===== config.mk =====
export PLATFORM = sky130hd
export DESIGN_NAME = seq_chunk_adder
export DESIGN_NICKNAME = d
export VERILOG_FILES = /design/src/rtl/seq_chunk_adder_pkg.sv /design/src/rtl/seq_chunk_adder_chunk_adder.sv /design/src/rtl/seq_chunk_adder.sv
export SDC_FILE = /design/constraint.sdc
export NUM_CORES = 1
export LEC_CHECK = 0
export CAP_MARGIN = 20
export CELL_PAD_IN_SITES_DETAIL_PLACEMENT = 2
export CELL_PAD_IN_SITES_GLOBAL_PLACEMENT = 2
export CORE_MARGIN = 2
export CORE_UTILIZATION = 31
export DETAILED_ROUTE_END_ITERATION = 10
export PLACE_DENSITY = 0.81
export SLEW_MARGIN = 20
export SYNTH_ARGS = -nofsm -noshare
export SYNTH_HDL_FRONTEND = slang
export SYNTH_SLANG_ARGS = --single-unit

===== constraint.sdc =====
create_clock -name clk_i -period 3.97 [get_ports clk_i]
set_clock_uncertainty 0.2 [all_clocks]
set_input_delay 1.191 -clock clk_i [delete_from_list [all_inputs] [get_ports clk_i]]
set_output_delay 1.191 -clock clk_i [all_outputs]
set_load 0.01 [all_outputs]

===== src/rtl/seq_chunk_adder_pkg.sv =====
// Shared types for the chunked sequential adder: operand modes and FSM states.
package seq_chunk_adder_pkg;

  typedef enum logic [1:0] {
    ADD = 2'b00,
    SUB = 2'b01,
    XNB = 2'b10
  } mode_t;

  typedef enum logic [1:0] {
    IDLE = 2'b00,
    RUN  = 2'b01,
    DONE = 2'b10
  } state_t;

endpackage


===== src/rtl/seq_chunk_adder_chunk_adder.sv =====
// N-bit ripple of full adders; also exposes the carry into the top bit for signed overflow.
module chunk_adder #(
  parameter int N = 2
) (
  input  logic [N-1:0] a_i,
  input  logic [N-1:0] b_i,
  input  logic         c_i,
  output logic [N-1:0] s_o,
  output logic         co_o,
  output logic         c_msb_o
);

  logic [N:0] c;

  assign c[0] = c_i;

  for (genvar g = 0; g < N; g++) begin : g_fa
    assign s_o[g]   = a_i[g] ^ b_i[g] ^ c[g];
    assign c[g+1]   = (a_i[g] & b_i[g]) | (c[g] & (a_i[g] ^ b_i[g]));
  end

  assign co_o    = c[N];
  assign c_msb_o = c[N-1];

endmodule


===== src/rtl/seq_chunk_adder.sv =====
// Multi-cycle adder: adds WIDTH-bit operands CHUNK bits per clock with a registered carry.
module seq_chunk_adder
  import seq_chunk_adder_pkg::*;
#(
  parameter int WIDTH = 8,
  parameter int CHUNK = 2
) (
  input  logic             clk_i,
  input  logic             rst_i,
  input  logic             start_i,
  input  logic [1:0]       mode_i,
  input  logic [WIDTH-1:0] a_i,
  input  logic [WIDTH-1:0] b_i,
  input  logic [WIDTH-1:0] key_i,
  input  logic             cin_i,
  output logic [WIDTH-1:0] sum_o,
  output logic             cout_o,
  output logic             ovf_o,
  output logic             busy_o,
  output logic             done_o
);

  localparam int NCHUNK = WIDTH / CHUNK;
  localparam int IDXW   = $clog2(NCHUNK) + 1;

  if (CHUNK < 1 || (WIDTH % CHUNK) != 0) begin : g_param_chk
    $error("seq_chunk_adder: WIDTH must be a positive multiple of CHUNK");
  end

  state_t           state_q;
  logic [WIDTH-1:0] a_q, b_q, sum_q, sum_d;
  logic [IDXW-1:0]  idx_q;
  logic             carry_q, cout_q, ovf_q;

  logic [WIDTH-1:0] b_eff;
  logic             c0;
  logic [CHUNK-1:0] a_ch, b_ch, s_ch;
  logic             co_ch, cmsb_ch, last;

  // SUB is a + ~b + 1, so the operand conditioning happens once at latch time.
  always_comb begin
    b_eff = b_i;
    c0    = cin_i;
    if (mode_i == SUB) begin
      b_eff = ~b_i;
      c0    = 1'b1;
    end else if (mode_i == XNB) begin
      b_eff = b_i ~^ key_i;
    end
  end

  always_comb begin
    a_ch  = '0;
    b_ch  = '0;
    sum_d = sum_q;
    for (int g = 0; g < NCHUNK; g++) begin
      if (idx_q == IDXW'(g)) begin
        a_ch                    = a_q[g*CHUNK +: CHUNK];
        b_ch                    = b_q[g*CHUNK +: CHUNK];
        sum_d[g*CHUNK +: CHUNK] = s_ch;
      end
    end
  end

  chunk_adder #(.N(CHUNK)) u_chunk (
    .a_i     (a_ch),
    .b_i     (b_ch),
    .c_i     (carry_q),
    .s_o     (s_ch),
    .co_o    (co_ch),
    .c_msb_o (cmsb_ch)
  );

  assign last = (idx_q == IDXW'(NCHUNK - 1));

  always_ff @(posedge clk_i) begin
    if (rst_i) begin
      state_q <= IDLE;
      a_q     <= '0;
      b_q     <= '0;
      sum_q   <= '0;
      idx_q   <= '0;
      carry_q <= 1'b0;
      cout_q  <= 1'b0;
      ovf_q   <= 1'b0;
    end else begin
      case (state_q)
        IDLE: begin
          if (start_i) begin
            a_q     <= a_i;
            b_q     <= b_eff;
            carry_q <= c0;
            idx_q   <= '0;
            sum_q   <= '0;
            state_q <= RUN;
          end
        end
        RUN: begin
          sum_q   <= sum_d;
          carry_q <= co_ch;
          idx_q   <= idx_q + 1'b1;
          // Top chunk's carries are the full-width carries, so flags come from here.
          if (last) begin
            cout_q  <= co_ch;
            ovf_q   <= co_ch ^ cmsb_ch;
            state_q <= DONE;
          end
        end
        DONE:    state_q <= IDLE;
        default: state_q <= IDLE;
      endcase
    end
  end

  assign sum_o  = sum_q;
  assign cout_o = cout_q;
  assign ovf_o  = ovf_q;
  assign busy_o = (state_q == RUN);
  assign done_o = (state_q == DONE);

endmodule


# Word level (Yosys, flattened, before mapping)
# Cells that the tools add are included.
# word_totals
reg_bits,32
input_bits,30
output_inout_bits,12
wordCells,72
# op_classes
addsub,1
eq_ne,12
mux,24
n_bitwise,13
reduce_logical,11
# ops
cell,count
$mux W2,14
$mux W8,3
$pmux W8 S2,1
$reduce_and A3 Y1,4
$ne A2 B1 Y1 const B,4
$not A8 Y8,1
$reduce_and A2 Y1,4
$xnor A8 B8 Y8,1
$eq A3 B2 Y1 const B,2
$pmux W3 S2,1
$xor A1 B1 Y1,5
$and A1 B1 Y1,4
$eq A2 B1 Y1 const B,2
$eq A2 B2 Y1 const B,2
$pmux W2 S2,1
$add A3 B1 Y3 const B,1
$eq A3 B1 Y1 const B,1
$logic_not A3 Y1,1
$mux W3,1
$logic_not A2 Y1,1
$mux W1,2
$ne A2 B2 Y1 const B,1
$or A1 B1 Y1,2
$pmux W1 S2,1
$reduce_bool A2 Y1,1

# Logic depth before layout (Yosys ltp)
# Gate-level depths: netlist of run 1.
# depth
word_depth,11
mapped_depth,12
depth_no_buf,11

# By module
# Synthesis of run 1 repeated with hierarchy kept, for this count alone.
# hier_totals
hier_cells,217
area_unflattened_um2,1855.5
# by_module_without_submodules
mod,n_inst,cells_per_inst,area_each_um2,seq_area_each_um2
seq_chunk_adder,1,215,1815.5,640.6
chunk_adder,1,2,40.0,0.0

# Least setup slack after synthesis of run 1
# OpenSTA, ideal clock, no wires.
# synth_path
path_kind,register -> register
start,reg idx_q[0]
end,reg sum_q[1] (netlist: sum_o[1])
setup_time_ns,0.130
arrival_time_ns,2.260
required_ns,3.640
slack_ns,1.380
stages_incl_launch_ff,11
path_buffers,1
synth_period_minus_slack_ns,2.590
path_cell_list,dfxtp_1 ha_1 ha_1 buf_2 nor2_1 a32oi_1 fa_1 inv_1 fa_1 nand3b_1 o32ai_1
# synth_between
elab_chain_cells,11
elab_cells_between_ends,22
cone_classes,eq/ne (4); mux (10); bitwise (6); reduce/logical (2)
# synth_rtl
item,line_no,rtl
from (decl),seq_chunk_adder.sv:32,logic [IDXW-1:0] idx_q;
from (signal assigned),seq_chunk_adder.sv:101,idx_q <= idx_q + 1'b1;
$logic_not A3 Y1,seq_chunk_adder.sv:57,if (idx_q == IDXW'(g)) begin
$mux W2 (4 in a row),seq_chunk_adder.sv:57,
$xor A1 B1 Y1,seq_chunk_adder_chunk_adder.sv:19,assign c[g+1] = (a_i[g] & b_i[g]) | (c[g] & (a_i[g] ^ b_i[g]));
$and A1 B1 Y1,seq_chunk_adder_chunk_adder.sv:19,
$or A1 B1 Y1,seq_chunk_adder_chunk_adder.sv:19,
$xor A1 B1 Y1,seq_chunk_adder_chunk_adder.sv:18,assign s_o[g] = a_i[g] ^ b_i[g] ^ c[g];
$mux W2,seq_chunk_adder.sv:57,
$pmux W8 S2,seq_chunk_adder.sv:87,case (state_q)
to (signal assigned),seq_chunk_adder.sv:99,sum_q <= sum_d;
to (decl),seq_chunk_adder.sv:31,"logic [WIDTH-1:0] a_q, b_q, sum_q, sum_d;"
# Several ways; a longest one is shown, not always the timed one. The select of a mux whose other input is x is not followed.
# A chain may end at the register's enable or synchronous reset.

# Final worst setup path of run 1
# layout_path
start,reg state_q[0]
end,out busy_o
# layout_between
elab_chain_cells,1
# layout_rtl
item,line_no,rtl
from (decl),seq_chunk_adder.sv:30,state_t state_q;
from (signal assigned),seq_chunk_adder.sv:78,state_q <= IDLE;
from (signal assigned),seq_chunk_adder.sv:95,state_q <= RUN;
from (signal assigned),seq_chunk_adder.sv:106,state_q <= DONE;
$eq A2 B1 Y1,seq_chunk_adder.sv:118,assign busy_o = (state_q == RUN);
to (decl),seq_chunk_adder.sv:19,"output logic busy_o,"
# No other way between the ends.

==> results of run 1 <==
[kinds of logic (layout without fill, tap and decap cells)]
logic type | after synthesis | in the layout | share of synthesized area
xor+xnor | 1 | 1 | 0.00485
simple gates | 80 | 80 | 0.258
flops | 32 | 32 | 0.354
fa+ha+maj | 7 | 7 | 0.0567
buf+inv | 29 | 65 | 0.0837
mux | 2 | 2 | 0.0111
compound gates | 60 | 60 | 0.231
[worst paths after layout]
path	startpoint	endpoint	slack, ps
worst max-delay path	state_q[0]	busy_o	840
worst min-delay path	a_q[6]	a_q[6]	260
worst max register to register	idx_q[2]	sum_o[1]	970
worst min register to register	a_q[6]	a_q[6]	260
[state kept, by name, summed over array words and instances (netlist names)]
name,cells
b_q,8
idx_q,3
sum_o,8
state_q,2
ovf_o,1
cout_o,1
a_q,8
carry_q,1
[power groups by stage]
stage	clock network, W	logic, W	registers (W)
global route	0.000287	0.000173	0.000355
CTS	0.000269	0.000158	0.000353
floorplan	0	0.0000977	0.000356
detailed placement	0	0.000158	0.000360
finish	0.000263	0.000155	0.000352
global placement	0	0.000153	0.000359
[critical path, delay by kind of cell (launching register included)]
family | cells | cell delay, ps
buf+inv | 2 | 750
flops | 1 | 570
simple gates | 1 | 120
[cells in the final DEF (no fill, tap or decap), drive strengths merged, types with 8 or more instances in the layout]
master and count:
nand2b 8, dfxtp 32, nor3b 9, nand2 23, o211ai 8, nand3b 18, clkdlybuf4s50 41, clkbuf 8
inv 12, o311ai 8, o21ai 8, nor2 14, a21oi 21
[through the flow]
step	total power [W]	hold slack, ps	utilization	area [um2]
finish	0.000770	255	0.417	2320
CTS	0.000780	260	0.417	2320
floorplan	0.000453	231	-	1810
detailed placement	0.000518	251	0.400	2230
global route	0.000814	287	0.417	2320
global placement	0.000512	246	0.400	2230
[layout make-up]
| class | count | area share |
|---|---|---|
| tap | 72 | 0.0388 |
| multi-input combinational | 150 | 0.437 |
| timing repair buffer | 45 | 0.190 |
| clock buffer | 8 | 0.0388 |
| sequential | 32 | 0.276 |
| inverter | 12 | 0.0194 |
[metal layers]
| metal | vias up | part of all wire |
|---|---|---|
| met5 | - | 0 |
| met4 | 0 | 0.016 |
| met3 | 6 | 0.039 |
| met2 | 35 | 0.51 |
| met1 | 795 | 0.43 |
| li1 | 821 | - |
==> impl_metrics.xml, run 1 <==
<?xml version="1.0" encoding="UTF-8"?>
<metrics>
  <group name="status">
    <metric name="run_status" unit="">complete, no violations</metric>
  </group>
  <group name="place">
    <metric name="routabilityCongestion" unit="">0.728</metric>
    <metric name="dpl.hpwl" unit="um">3680</metric>
    <metric name="place_worst_setup_slack" unit="ps">866</metric>
    <metric name="placedCellCount" unit="">311</metric>
    <metric name="numPortBuffers" unit="">41</metric>
  </group>
  <group name="route">
    <metric name="drt_first_iter_violations" unit="">35</metric>
    <metric name="dr_vias" unit="">1657</metric>
    <metric name="drt_drc_violations_left" unit="">0</metric>
    <metric name="drt_wl_cell" unit="um">15.4</metric>
    <metric name="final_antenna_net_count" unit="">0</metric>
    <metric name="routed_wirelength" unit="um">4900</metric>
    <metric name="drt_pre_antenna_iters" unit="">4</metric>
    <metric name="vias_per_cell" unit="">5.19</metric>
  </group>
  <group name="logic_synthesis">
    <metric name="postSynthRegisterBits" unit="">32</metric>
    <metric name="synth_flop_cell" unit="">sky130_fd_sc_hd__dfxtp_1</metric>
    <metric name="synth_cell_type_count" unit="">38</metric>
    <metric name="edff_count_synth" unit="">0</metric>
    <metric name="postSynthAreaPerCell" unit="um2">8.57</metric>
    <metric name="synth_area_leaders" unit="">sky130_fd_sc_hd__dfxtp_1 35%, sky130_fd_sc_hd__nand3b_1 7.5%, sky130_fd_sc_hd__a21oi_1 5.0%</metric>
    <metric name="synth_top_cells_by_count" unit="">32 x sky130_fd_sc_hd__dfxtp_1, 23 x sky130_fd_sc_hd__nand2_1, 18 x sky130_fd_sc_hd__a21oi_1, 18 x sky130_fd_sc_hd__nand3b_1, 14 x sky130_fd_sc_hd__nor2_1</metric>
    <metric name="post_synth_design_cell_area" unit="um2">1810</metric>
    <metric name="ys_async_sr_fraction" unit="">0</metric>
    <metric name="synth_warn" unit="">0</metric>
    <metric name="seq_area_frac_synth" unit="">0.354</metric>
    <metric name="most_area_hungry_cell_type_in_the_yosys_netlist" unit="">sky130_fd_sc_hd__dfxtp_1</metric>
    <metric name="post-synth-top-count-cell" unit="">sky130_fd_sc_hd__dfxtp_1</metric>
    <metric name="top_area_cell_type_share_of_the_netlist_area" unit="">0.354</metric>
    <metric name="synthesis.nets" unit="">248</metric>
    <metric name="syn-instance-count" unit="">211</metric>
  </group>
  <group name="power_and_ir_drop">
    <metric name="powerDensity" unit="nW/um2">332</metric>
    <metric name="power.sequential.fraction" unit="">0.457</metric>
    <metric name="total_switching_power" unit="W">0.000213</metric>
    <metric name="power.leakage" unit="nW">0.776</metric>
    <metric name="power.switching_fraction" unit="">0.276</metric>
    <metric name="peakVddDrop" unit="V">0.000126</metric>
    <metric name="combPwrFrac" unit="">0.201</metric>
    <metric name="clock_power_share" unit="">0.342</metric>
    <metric name="cell_internal_pwr" unit="W">0.000558</metric>
  </group>
  <group name="global_route">
    <metric name="grt_pass1_vias" unit="">1743</metric>
    <metric name="grtUsageMet2" unit="">0.297</metric>
    <metric name="met1_track_demand_over_resource_in_global_routing" unit="">0.188</metric>
    <metric name="grt_start_max_net_pins" unit="">29</metric>
    <metric name="gr_layer_usage_met3" unit="">0.0382</metric>
    <metric name="grt_remaining_overflow" unit="">0</metric>
    <metric name="grt_antenna_before_repair" unit="">0</metric>
    <metric name="grt_busiest_layer" unit="">met2</metric>
    <metric name="grt_first_pass_wirelength" unit="um">8240</metric>
    <metric name="grt_util_all_layers" unit="">0.165</metric>
  </group>
  <group name="floorplanning">
    <metric name="initial_core_util" unit="">0.324</metric>
    <metric name="die_y" unit="um">80.4</metric>
    <metric name="die_x" unit="um">80.4</metric>
    <metric name="placement_rows" unit="">27</metric>
    <metric name="io_pins" unit="">42</metric>
    <metric name="fp.dieArea" unit="um2">6460</metric>
    <metric name="design.core.area" unit="um2">5570</metric>
  </group>
  <group name="finish">
    <metric name="ff_latch_area" unit="um2">641</metric>
    <metric name="multi_input_combinational_cell_area" unit="um2">1020</metric>
    <metric name="area_growth" unit="%">28.4</metric>
    <metric name="diodes" unit="">0</metric>
    <metric name="number_of_inserted_filler_cells_in_the_final_layout" unit="">632</metric>
    <metric name="nets" unit="">283</metric>
    <metric name="layout-drive-gt1-share" unit="">0.0648</metric>
    <metric name="layout.cells.non_filler" unit="">319</metric>
  </group>
  <group name="clock_tree">
    <metric name="post_cts_buffers" unit="">0</metric>
    <metric name="clk_pin_slew" unit="ps">70</metric>
    <metric name="cts_resized" unit="">0</metric>
    <metric name="cts-buffers-inserted" unit="">5</metric>
    <metric name="cts_buffer_depth" unit="">2</metric>
    <metric name="cts_max_level" unit="">2</metric>
    <metric name="cts.root.buffer_cell" unit="">sky130_fd_sc_hd__clkbuf_8</metric>
    <metric name="number_of_clock_sinks" unit="">32</metric>
    <metric name="clock_insertion_delay_worst_skew" unit="ps">290</metric>
    <metric name="hold_buffers" unit="">0</metric>
    <metric name="cts_tree" unit="">built</metric>
  </group>
  <group name="setup_path">
    <metric name="worstRegToRegCells" unit="">9</metric>
    <metric name="crit_path_start_kind" unit="">flip-flop</metric>
    <metric name="worst_ep_required_time" unit="ps">2580</metric>
    <metric name="slowest_stage" unit="">sky130_fd_sc_hd__dfxtp_1</metric>
    <metric name="timing.critical_path.cells" unit="">nand2b_4, inv_1, clkdlybuf4s50_1</metric>
    <metric name="crit_path_max_fanout" unit="">8</metric>
    <metric name="setup.worst_path.class" unit="">flip-flop to output pin</metric>
    <metric name="arrival" unit="ps">1740</metric>
    <metric name="slowest_delay" unit="ps">570</metric>
    <metric name="worst_setup_path_end_kind" unit="">output pin</metric>
  </group>
  <group name="sta">
    <metric name="fin_tns_setup" unit="ps">0</metric>
    <metric name="setup_viol" unit="">0</metric>
    <metric name="timing.fmax" unit="GHz">0.320</metric>
    <metric name="finalHoldViolations" unit="">0</metric>
    <metric name="post-route-min-period" unit="ps">3130</metric>
    <metric name="slew_headroom" unit="">0.502</metric>
    <metric name="timing.final.crit_share" unit="">0.788</metric>
    <metric name="unrepaired_setup_endpoints_after_global_routing" unit="">false</metric>
    <metric name="maxSlewViolCount" unit="">0</metric>
    <metric name="final_critical_path_setup_slack" unit="ps">843</metric>
    <metric name="tightestPinTransition" unit="ps">747</metric>
  </group>
  <group name="hold_path">
    <metric name="worst_hold_path.num_cells" unit="">2</metric>
    <metric name="min_path_type" unit="">flip-flop to flip-flop</metric>
  </group>
  <group name="flow_run">
    <metric name="max-cap-violations" unit="">0</metric>
  </group>
</metrics>
No activity file was read; power rests on OpenSTA's default activity.
==> run 2: changes to the inputs <==
--- a/config.mk
+++ b/config.mk
@@ -9,9 +9,9 @@
 export CELL_PAD_IN_SITES_DETAIL_PLACEMENT = 2
 export CELL_PAD_IN_SITES_GLOBAL_PLACEMENT = 2
 export CORE_MARGIN = 2
-export CORE_UTILIZATION = 31
+export CORE_UTILIZATION = 29
 export DETAILED_ROUTE_END_ITERATION = 10
-export PLACE_DENSITY = 0.81
+export PLACE_DENSITY = 0.76
 export SLEW_MARGIN = 20
 export SYNTH_ARGS = -nofsm -noshare
 export SYNTH_HDL_FRONTEND = slang
==> constraint.sdc (replaced) <==
create_clock -name clk_i -period 3.1 [get_ports clk_i]
set_clock_uncertainty 0.2 [all_clocks]
set_input_delay 0.93 -clock clk_i [delete_from_list [all_inputs] [get_ports clk_i]]
set_output_delay 0.93 -clock clk_i [all_outputs]
set_load 0.01 [all_outputs]
==> run 2 against run 1 <==
Effect of this change: worst hold slack improved by 2.7 ps; design area up 0.75%; via count is 0.30% higher; global-route usage shrank 1.9 points; critical endpoint unchanged; largest power group unchanged.
==> impl_metrics.xml, run 2 (same netlist as run 1, synthesis figures left out) <==
<?xml version="1.0" encoding="UTF-8"?>
<metrics>
  <group name="status">
    <metric name="run_status" unit="">complete, no violations</metric>
  </group>
  <group name="setup_path">
    <metric name="worst_ep_required_time" unit="ps">1970</metric>
    <metric name="crit_path_max_fanout" unit="">8</metric>
    <metric name="critical_path.reg2reg.startpoint" unit="">idx_q[1]</metric>
    <metric name="timing.critical_path.cells" unit="">nand2b_4, inv_1, clkdlybuf4s50_1</metric>
    <metric name="timing.reg2reg.setup_slack" unit="ps">340</metric>
    <metric name="slowest_delay" unit="ps">570</metric>
    <metric name="crit_path_start_kind" unit="">flip-flop</metric>
    <metric name="setup.worst_path.class" unit="">flip-flop to output pin</metric>
    <metric name="worstRegToRegCells" unit="">10</metric>
    <metric name="critical_path.reg2reg.endpoint" unit="">sum_o[1]</metric>
    <metric name="worst_setup_path_end_kind" unit="">output pin</metric>
    <metric name="slowest_stage" unit="">sky130_fd_sc_hd__clkdlybuf4s50_1</metric>
    <metric name="arrival" unit="ps">1700</metric>
  </group>
  <group name="clock_tree">
    <metric name="clock_insertion_delay_worst_skew" unit="ps">280</metric>
    <metric name="cts-buffers-inserted" unit="">5</metric>
    <metric name="cts_buffer_depth" unit="">2</metric>
    <metric name="clk_pin_slew" unit="ps">60</metric>
    <metric name="number_of_clock_sinks" unit="">32</metric>
    <metric name="cts_resized" unit="">0</metric>
    <metric name="cts_tree" unit="">built</metric>
    <metric name="post_cts_buffers" unit="">0</metric>
    <metric name="cts_max_level" unit="">2</metric>
    <metric name="cts.root.buffer_cell" unit="">sky130_fd_sc_hd__clkbuf_8</metric>
    <metric name="hold_buffers" unit="">0</metric>
  </group>
  <group name="sta">
    <metric name="final_critical_path_setup_slack" unit="ps">270</metric>
    <metric name="setup_viol" unit="">0</metric>
    <metric name="finalHoldViolations" unit="">0</metric>
    <metric name="tightestPinTransition" unit="ps">403</metric>
    <metric name="worst_slack_on_hold_paths" unit="ps">258</metric>
    <metric name="slew_headroom" unit="">0.731</metric>
    <metric name="fin_tns_setup" unit="ps">0</metric>
    <metric name="unrepaired_setup_endpoints_after_global_routing" unit="">false</metric>
    <metric name="timing.final.crit_share" unit="">0.913</metric>
    <metric name="timing.fmax" unit="GHz">0.353</metric>
    <metric name="post-route-min-period" unit="ps">2830</metric>
    <metric name="maxSlewViolCount" unit="">0</metric>
  </group>
  <group name="global_route">
    <metric name="grt_start_max_net_pins" unit="">51</metric>
    <metric name="grt_pass1_vias" unit="">1733</metric>
    <metric name="grt_antenna_before_repair" unit="">0</metric>
    <metric name="grt_util_all_layers" unit="">0.145</metric>
    <metric name="grt_first_pass_wirelength" unit="um">8150</metric>
    <metric name="grt_remaining_overflow" unit="">0</metric>
  </group>
  <group name="power_and_ir_drop">
    <metric name="power.sequential.fraction" unit="">0.480</metric>
    <metric name="cell_internal_pwr" unit="W">0.000682</metric>
    <metric name="power.leakage" unit="nW">0.786</metric>
    <metric name="power.total" unit="W">0.000942</metric>
    <metric name="power.switching_fraction" unit="">0.276</metric>
    <metric name="peakVddDrop" unit="V">0.000143</metric>
    <metric name="combPwrFrac" unit="">0.216</metric>
    <metric name="clock_power_share" unit="">0.304</metric>
    <metric name="powerDensity" unit="nW/um2">403</metric>
    <metric name="total_switching_power" unit="W">0.000260</metric>
  </group>
  <group name="flow_run">
    <metric name="max-cap-violations" unit="">0</metric>
  </group>
  <group name="floorplanning">
    <metric name="design.core.area" unit="um2">5990</metric>
    <metric name="die_y" unit="um">83.0</metric>
    <metric name="die_x" unit="um">83.0</metric>
    <metric name="io_pins" unit="">42</metric>
    <metric name="placement_rows" unit="">28</metric>
    <metric name="initial_core_util" unit="">0.302</metric>
    <metric name="fp.dieArea" unit="um2">6880</metric>
  </group>
  <group name="place">
    <metric name="detailed_place.area" unit="um2">2270</metric>
    <metric name="routabilityCongestion" unit="">0.754</metric>
    <metric name="dpl.hpwl" unit="um">3570</metric>
    <metric name="numPortBuffers" unit="">41</metric>
    <metric name="place_worst_setup_slack" unit="ps">351</metric>
  </group>
  <group name="finish">
    <metric name="design_area" unit="um2">2340</metric>
    <metric name="mostFrequentLayoutCells" unit="">41 x sky130_fd_sc_hd__clkdlybuf4s50_1, 32 x sky130_fd_sc_hd__dfxtp_1, 23 x sky130_fd_sc_hd__nand2_1, 18 x sky130_fd_sc_hd__a21oi_1, 18 x sky130_fd_sc_hd__nand3b_1</metric>
    <metric name="diodes" unit="">0</metric>
    <metric name="layout-drive-gt1-share" unit="">0.0729</metric>
    <metric name="layout_commonest_cell" unit="">sky130_fd_sc_hd__clkdlybuf4s50_1</metric>
    <metric name="area_growth" unit="%">29.4</metric>
    <metric name="nets" unit="">286</metric>
  </group>
  <group name="hold_path">
    <metric name="worst_min_path_start" unit="">ovf_o</metric>
    <metric name="worst_hold_path.num_cells" unit="">2</metric>
    <metric name="min_path_type" unit="">flip-flop to flip-flop</metric>
    <metric name="hold_path_end" unit="">ovf_o</metric>
  </group>
  <group name="route">
    <metric name="drt_drc_violations_left" unit="">0</metric>
    <metric name="drt_first_iter_violations" unit="">49</metric>
    <metric name="drt_wl_cell" unit="um">14.9</metric>
    <metric name="vias_per_cell" unit="">5.16</metric>
    <metric name="routed_wirelength" unit="um">4800</metric>
    <metric name="drt_pre_antenna_iters" unit="">4</metric>
    <metric name="final_antenna_net_count" unit="">0</metric>
    <metric name="dr_vias" unit="">1662</metric>
  </group>
</metrics>
## run 2: cell count changes in the layout (fill, tap and decap cells not counted), sizes merged
cell	delta
buf	+3
clkbuf	-3
## run 2: final cells by class
cell class	instances	area, um2
Timing Repair Buffer	48	475
Inverter	12	45.0
Clock buffer	5	68.8
Multi-Input combinational cell	150	1020
Sequential cell	32	641
Fill cell	666	3650
Tap cell	75	93.8
## run 2: critical path: cells and delay by family, from the launching register on
family,cells,cell delay [ps]
buffers and inverters,2,730
and+or+nand+nor,1,130
DFF,1,560
## run 2: per-stage QoR
step                       util  cells
after floorplan               -    211
after global placement    0.379    317
after detailed placement  0.379    317
after CTS                 0.391    322
after global routing      0.391    322
final                     0.391    322
## run 2: power groups by stage
stage	logic [W]	clock network [W]	registers [W]
after global routing	0.000227	0.000316	0.000455
after floorplan	0.000125	0	0.000455
after CTS	0.000208	0.000296	0.000452
after detailed placement	0.000206	0	0.000461
final	0.000204	0.000286	0.000452
after global placement	0.000202	0	0.000460
## run 2: how the worst max path moves through the flow
stage / startpoint / to / slack (ps) / cells past startpoint
2_1_floorplan: idx_q[0] / sum_o[1] / 510 / 10
3_5_place_dp: idx_q[1] / sum_o[1] / 350 / 10
4_1_cts: state_q[0] / busy_o / 250 / 3
5_1_grt: idx_q[0] / sum_o[3] / 150 / 10
6_report: state_q[0] / busy_o / 270 / 3
3_3_place_gp: start_i / b_q[5] / 430 / 5
## run 2: layer usage
metal  track usage  part of all wire  up-vias
li1              -                 -      830
met1         0.173              0.46      799
met2         0.258              0.50       28
met3        0.0308             0.029        5
met4        0.0492             0.012        0
met5             0                 0        -
